$ cat config.mk
export PLATFORM = sky130hd
export DESIGN_NAME = multicycle_control
export DESIGN_NICKNAME = d
export VERILOG_FILES = /design/src/rtl/multicycle_control_pkg.sv /design/src/rtl/multicycle_control_main_decoder.sv /design/src/rtl/multicycle_control.sv
export SDC_FILE = /design/constraint.sdc
export NUM_CORES = 1
export LEC_CHECK = 0
export ABC_AREA = 1
export BUFFER_PORTS_ARGS = -buffer_cell sky130_fd_sc_hd__buf_2
export CORE_AREA = 4 4 41 43
export DETAILED_ROUTE_END_ITERATION = 6
export DIE_AREA = 0 0 45 47
export PLACE_DENSITY = 0.69
export SLEW_MARGIN = 20
export SYNTH_ARGS = -nofsm -noshare
export SYNTH_HDL_FRONTEND = slang
export SYNTH_SLANG_ARGS = --single-unit
$ cat constraint.sdc
create_clock -name clk -period 1.3 [get_ports clk]
set_input_delay 0.26 -clock clk [delete_from_list [all_inputs] [get_ports clk]]
set_output_delay 0.26 -clock clk [all_outputs]
set_load 0.03 [all_outputs]
$ cat src/rtl/multicycle_control_pkg.sv
// rtl/multicycle_control_pkg.sv - shared types and encodings for the multicycle control FSM
package multicycle_control_pkg;

    typedef enum logic [3:0] {
        S_FETCH    = 4'd0,
        S_DECODE   = 4'd1,
        S_MEMADR   = 4'd2,
        S_MEMREAD  = 4'd3,
        S_MEMWB    = 4'd4,
        S_MEMWRITE = 4'd5,
        S_EXECR    = 4'd6,
        S_EXECI    = 4'd7,
        S_ALUWB    = 4'd8,
        S_BEQ      = 4'd9,
        S_JAL      = 4'd10,
        S_ILLEGAL  = 4'd11
    } state_t;

    localparam logic [6:0] OP_R    = 7'b0110011;
    localparam logic [6:0] OP_LW   = 7'b0000011;
    localparam logic [6:0] OP_SW   = 7'b0100011;
    localparam logic [6:0] OP_BEQ  = 7'b1100011;
    localparam logic [6:0] OP_ADDI = 7'b0010011;
    localparam logic [6:0] OP_JAL  = 7'b1101111;

    localparam logic [1:0] RS_ALUOUT = 2'b00;
    localparam logic [1:0] RS_READ   = 2'b01;
    localparam logic [1:0] RS_ALURES = 2'b10;

    localparam logic [1:0] SA_PC    = 2'b00;
    localparam logic [1:0] SA_OLDPC = 2'b01;
    localparam logic [1:0] SA_RS1   = 2'b10;

    localparam logic [1:0] SB_RS2  = 2'b00;
    localparam logic [1:0] SB_IMM  = 2'b01;
    localparam logic [1:0] SB_FOUR = 2'b10;

    localparam logic [1:0] IMM_I = 2'b00;
    localparam logic [1:0] IMM_S = 2'b01;
    localparam logic [1:0] IMM_B = 2'b10;
    localparam logic [1:0] IMM_J = 2'b11;

    // ALUOp pair packed as {ALUOp1, ALUOp0}
    localparam logic [1:0] ALUOP_ADD   = 2'b00;
    localparam logic [1:0] ALUOP_RTYPE = 2'b01;
    localparam logic [1:0] ALUOP_SUB   = 2'b10;

endpackage

$ cat src/rtl/multicycle_control_main_decoder.sv
// rtl/multicycle_control_main_decoder.sv - opcode to immediate format and opcode class flags
module main_decoder
    import multicycle_control_pkg::*;
(
    input  logic [6:0] opcode,
    output logic [1:0] imm_src,
    output logic       is_r,
    output logic       is_load,
    output logic       is_store,
    output logic       is_branch,
    output logic       is_addi,
    output logic       is_jal,
    output logic       is_illegal
);

    always_comb begin
        imm_src    = IMM_I;
        is_r       = 1'b0;
        is_load    = 1'b0;
        is_store   = 1'b0;
        is_branch  = 1'b0;
        is_addi    = 1'b0;
        is_jal     = 1'b0;
        is_illegal = 1'b0;
        case (opcode)
            OP_R:    is_r = 1'b1;
            OP_LW:   is_load = 1'b1;
            OP_SW:   begin is_store = 1'b1;  imm_src = IMM_S; end
            OP_BEQ:  begin is_branch = 1'b1; imm_src = IMM_B; end
            OP_ADDI: is_addi = 1'b1;
            OP_JAL:  begin is_jal = 1'b1;    imm_src = IMM_J; end
            default: is_illegal = 1'b1;
        endcase
    end

endmodule

$ cat src/rtl/multicycle_control.sv
// rtl/multicycle_control.sv - main control FSM sequencing fetch/decode/execute/memory/writeback
module multicycle_control
    import multicycle_control_pkg::*;
(
    input  logic       clk,
    input  logic       reset,
    input  logic [6:0] opcode,
    input  logic       zero,
    input  logic       mem_ready,
    output logic       pc_write,
    output logic       adr_src,
    output logic       mem_write,
    output logic       ir_write,
    output logic [1:0] result_src,
    output logic [1:0] alu_src_a,
    output logic [1:0] alu_src_b,
    output logic [1:0] imm_src,
    output logic       reg_write,
    output logic       ALUOp0,
    output logic       ALUOp1,
    output logic       instr_done,
    output logic       illegal
);

    state_t     state, next;
    logic       is_r, is_load, is_store, is_branch, is_addi, is_jal, is_illegal;
    logic       pc_update, branch;
    logic       ir_w, mem_w, reg_w, done_w;
    logic [1:0] alu_op;

    main_decoder u_main_decoder (
        .opcode     (opcode),
        .imm_src    (imm_src),
        .is_r       (is_r),
        .is_load    (is_load),
        .is_store   (is_store),
        .is_branch  (is_branch),
        .is_addi    (is_addi),
        .is_jal     (is_jal),
        .is_illegal (is_illegal)
    );

    always_ff @(posedge clk or posedge reset) begin
        if (reset) state <= S_FETCH;
        else       state <= next;
    end

    always_comb begin
        next       = state;
        pc_update  = 1'b0;
        branch     = 1'b0;
        ir_w       = 1'b0;
        mem_w      = 1'b0;
        reg_w      = 1'b0;
        done_w     = 1'b0;
        adr_src    = 1'b0;
        result_src = RS_ALUOUT;
        alu_src_a  = SA_PC;
        alu_src_b  = SB_RS2;
        alu_op     = ALUOP_ADD;
        case (state)
            S_FETCH: begin
                alu_src_b  = SB_FOUR;
                result_src = RS_ALURES;
                if (mem_ready) begin
                    ir_w      = 1'b1;
                    pc_update = 1'b1;
                    next      = S_DECODE;
                end
            end
            S_DECODE: begin
                // target = OldPC + imm, consumed by BEQ/JAL via ALUOut
                alu_src_a = SA_OLDPC;
                alu_src_b = SB_IMM;
                if (is_illegal)              next = S_ILLEGAL;
                else if (is_load | is_store) next = S_MEMADR;
                else if (is_r)               next = S_EXECR;
                else if (is_addi)            next = S_EXECI;
                else if (is_branch)          next = S_BEQ;
                else if (is_jal)             next = S_JAL;
                else                         next = S_ILLEGAL;
            end
            S_MEMADR: begin
                alu_src_a = SA_RS1;
                alu_src_b = SB_IMM;
                next      = is_load ? S_MEMREAD : S_MEMWRITE;
            end
            S_MEMREAD: begin
                adr_src = 1'b1;
                if (mem_ready) next = S_MEMWB;
            end
            S_MEMWB: begin
                result_src = RS_READ;
                reg_w      = 1'b1;
                done_w     = 1'b1;
                next       = S_FETCH;
            end
            S_MEMWRITE: begin
                adr_src = 1'b1;
                mem_w   = 1'b1;
                if (mem_ready) begin
                    done_w = 1'b1;
                    next   = S_FETCH;
                end
            end
            S_EXECR: begin
                alu_src_a = SA_RS1;
                alu_op    = ALUOP_RTYPE;
                next      = S_ALUWB;
            end
            S_EXECI: begin
                alu_src_a = SA_RS1;
                alu_src_b = SB_IMM;
                next      = S_ALUWB;
            end
            S_ALUWB: begin
                reg_w  = 1'b1;
                done_w = 1'b1;
                next   = S_FETCH;
            end
            S_BEQ: begin
                alu_src_a = SA_RS1;
                alu_op    = ALUOP_SUB;
                branch    = 1'b1;
                done_w    = 1'b1;
                next      = S_FETCH;
            end
            S_JAL: begin
                // PC <= ALUOut (target) while the ALU forms OldPC + 4 for rd
                alu_src_a = SA_OLDPC;
                alu_src_b = SB_FOUR;
                pc_update = 1'b1;
                next      = S_ALUWB;
            end
            S_ILLEGAL: next = S_ILLEGAL;
            default:   next = S_FETCH;
        endcase
    end

    // Strobes are gated by reset so nothing fires during the async reset window
    assign pc_write   = ~reset & (pc_update | (branch & zero));
    assign ir_write   = ~reset & ir_w;
    assign mem_write  = ~reset & mem_w;
    assign reg_write  = ~reset & reg_w;
    assign instr_done = ~reset & done_w;
    assign ALUOp0     = alu_op[0];
    assign ALUOp1     = alu_op[1];
    assign illegal    = (state == S_ILLEGAL);

endmodule

==> reports/results.ini, run 1 <==
[run_status]
outcome = stopped before the end
lastStage = 5_1_grt
tool.error = [ERROR DPL-0038] Utilization greater than 100%, impossible to legalize

[synth]
yosysTopAreaCellShare_pct = 20.57
syn_inst = 97
ys_types = 19
synth.area.top_cells = nand2_1 21%, dfrtp_1 19%, inv_1 9.9%, nor2_1 9.9%, nor2_2 5.9%
synth_seq_cells = 4
syn_area_um2 = 529.3
yosys.area.top_type = nand2_1
syn_area_per_cell_um2 = 5.456
syn_nets = 108
seq_area_frac_synth_pct = 18.91
yosysWarnings = 0

[place]
routabilityCongestion = 0.8617
port_buffers = 27
hpwlAfterDp_um = 1559

[clocking]
clkSinkCount = 4
numCtsBuffers = 3
cts_buffer_depth = 2
holdBufCountCts = 0
root_buffer = clkbuf_4
cts_htree_levels = 1

[timing]
crit_endpoint = instr_done
worstEpCategory = top-level output

[floorplan]
ios = 28
die_h_um = 47
die_x_um = 45
rows = 13
initial_core_util_pct = 40.67

[global_routing]
grt_max_degree = 7

-- cells in the mapped netlist (all sizes together) --
cell    instances
or2             1
o21ai           3
nand2          32
o22ai           1
nand4           1
nor2           21
nand3           7
o211ai          1
a31oi           1
dfrtp           4
a41oi           1
inv            20
a21oi           4
-- cell families after synthesis --
family / count (synthesis) / synth area share (%)
and+or+nand+nor: 62 / 54.14
buffers and inverters: 20 / 14.18
DFF: 4 / 18.91
AOI/OAI and AO/OA: 11 / 12.77
-- what timing repair did --
action | CTS
endpoints found under the setup margin | 18
buffers inserted | 9
gates resized for setup | 55
pin swaps | 7
-- through the flow --
step	std cells	worst slack (ns)	hold WS, ns	instance area (µm²)
after floorplan	97	-0.1409	0.02608	614.3
after global placement	158	-0.1747	0.2731	910.9
after detailed placement	158	-0.2036	0.2760	910.9
after CTS	168	-0.3617	0.02111	1155
==> run 2, diff against run 1 <==
CORE_AREA = 4 4 65 67   (was 4 4 41 43)
DIE_AREA = 0 0 69 71   (was 0 0 45 47)
PLACE_DENSITY = unset   (was 0.69)
PLACE_DENSITY_LB_ADDON = 0.15   (was unset)
==> reports/results.ini, run 2 <==
[clocking]
root_buffer = clkbuf_8
cts_tree = yes
cts_buffer_depth = 2
clock_latency_ns = 0.21
cts_htree_levels = 1
cts.clk_slew.worst_paths_ns = 0.03
clkSinkCount = 4
numCtsBuffers = 3

[synth]
yosysTopAreaCellShare_pct = 20.57
seq_area_frac_synth_pct = 18.91
yosysWarnings = 0
synth_ff_type = dfrtp_1
syn_inst = 97
yosysMostFrequentCell = nand2_1
syn_area_per_cell_um2 = 5.456
synth.area.top_cells = nand2_1 21%, dfrtp_1 19%, inv_1 9.9%, nor2_1 9.9%, nor2_2 5.9%
syn_nets = 108
ys_async_sr_fraction_pct = 100.0
synth_edf_count = 0
yosys-top-cells-count = 29 x nand2_1, 14 x inv_1, 14 x nor2_1
synth_seq_cells = 4
ys_types = 19
syn_area_um2 = 529.3
yosys.area.top_type = nand2_1

[cells_and_area]
layout_common_cells = 29 x buf_4, 25 x buf_6, 15 x nand2_1, 13 x nand2_2, 12 x nor2_4
reg.largest.list = state (4)
fin_util_pct = 37.57
drive_gt1_share_pct = 73.62
largest-register = state
areaGrowthSynthToFinish_pct = 157.9
final_common_cell = buf_4
largest_reg_flops = 4
final.fill_count = 384
nets = 176
stdcell_area_mm2 = 0.001365
num_antenna_cells = 0
register_area_um2 = 103.9
multi_input_area_um2 = 529.3

[pwr]
p_leak_nw = 0.6872
switching_share_pct = 47.54
peakVddDrop_mv = 0.4324
p_clk_share_pct = 8.7
power.switching_w = 0.001388
seq_power_share_pct = 9.6
cellPowerDensity_mw_per_mm2 = 2139
share_comb_of_total_power_pct = 81.8
p_int_w = 0.001532

[worst_setup_path]
critPathKind = flip-flop to output pin
crit_family = flip-flops
crit_arrival_ns = 1.39
cp.required_ns = 1.04
path_cells = nor2_4 -> nand2_2 -> clkinvlp_4 -> nand2_4 -> a31oi_4 -> buf_6
max_stage_delay_ns = 0.44
endpoint_kind = output pin
path_buf_inv = 2
start_kind = flip-flop
worst-path-max-fanout = 4
cpMaxStageDelayCell = dfrtp_2

[hold_path]
hold_path.class = input pin to async pin

[run_status]
violations = setup timing
outcome = finished, violations left

[global_routing]
grt_overflow = 0
grt_util_all_layers_pct = 8.157
grt_pass1_vias = 804
grt_max_degree = 7
grt_pass1_wl_um = 3360
antenna_found_initial = 0

[routing]
post_drt_via_cell_ratio = 3.877
wire_per_inst_um = 9.649
drtAntennaViolNets = 0
drtPass1Iterations = 3
route.detailed.drc = 0
dr_total_vias = 818
wl_um = 2036
drt-initial-drc-count = 13

[place]
placed_area_um2 = 997.2
port_buffers = 27
routabilityCongestion = 0.7854
hpwlAfterDp_um = 1738

[timing]
fin_ws_ns = -0.3529
hold_violations = 0
worst_pin_slew_ns = 0.2433
min_period_ns = 1.653
fin_worst_skew_ns = 0.004481
max_slew_margin_pct = 83.78
drv_slew = 0
rsz0062_at_grt = yes
setup_viol = 18
fin_crit_sh_pct = 127.1
timing.fmax_ghz = 0.6050

[floorplan]
initial_core_util_pct = 14.57
rows = 22
die_h_um = 71
die_area_mm2 = 0.004899
die_x_um = 69
coreArea_mm2 = 0.003633
ios = 28

[run]
max-cap-violations = 0

## run 2: cell counts after synthesis
No cell type changed its count.
## run 2: per-layer routing
| metal | global-route usage, % | vias up | share of wire, % |
|---|---|---|---|
| met5 | 0 | - | 0 |
| met4 | 1.952 | 0 | 0 |
| met3 | 1.278 | 0 | 4.9 |
| met2 | 15.57 | 23 | 54 |
| met1 | 9.428 | 364 | 41 |
| li1 | - | 431 | - |
## run 2: per-stage QoR
step	TNS (ns)	worst slack [ns]	instances	hold WS (ns)	power, W
3_5_place_dp	-1.819	-0.2559	197	0.2755	0.001951
4_1_cts	-4.072	-0.3450	203	0.04859	0.002629
6_report	-4.165	-0.3529	211	0.04628	0.002920
3_3_place_gp	-1.784	-0.2526	197	0.2741	0.001959
5_1_grt	-5.455	-0.4179	211	0.06831	0.003109
2_1_floorplan	-0.4096	-0.1409	97	0.02608	0.001298
## run 2: path summary, 6_finish.rpt
kind | startpoint | end | slack, ns | cells past startpoint
setup reg to reg | state[0] | state[2] | -0.16 | 8
min in group clk | mem_ready | state[1] | 0.38 | 2
hold reg to reg | state[0] | state[0] | 0.69 | 3
max in group asynchronous | reset | state[3] | 1.08 | 2
setup / recovery | state[1] | pc_write | -0.35 | 6
hold / removal | reset | state[1] | 0.05 | 2
## run 2: layout make-up
class | instances | share of cell area, %
timing repair buffer | 63 | 39.87
multi-input combinational | 73 | 38.77
sequential | 4 | 7.608
inverter | 20 | 6.324
tap | 48 | 4.400
clock buffer | 3 | 3.025
## run 2: power groups by stage
stage	combinational, W	sequential [W]	clock, W
floorplan	0.00106	0.000240	0
global placement	0.00171	0.000245	0
detailed placement	0.00170	0.000248	0
CTS	0.00210	0.000273	0.000260
global route	0.00255	0.000288	0.000274
finish	0.00239	0.000279	0.000253
## run 2: timing repair
item / in CTS / in global routing
hold endpoints to repair: 0 / 0
pin swaps: 6 / 10
hold buffers: 0 / 0
cloned: 0 / 0
setup buffers: 4 / 8
resized for setup: 46 / 33
setup endpoints to repair: 18 / 21
## run 2: logic make-up (layout without fill, tap and decap cells)
group           Yosys count  in the layout  synth area share (%)
flops                     4              4                 18.91
buf+inv                  20             86                 14.18
compound gates           11             11                 12.77
simple gates             62             62                 54.14
Power figures use the tool's default switching activity.
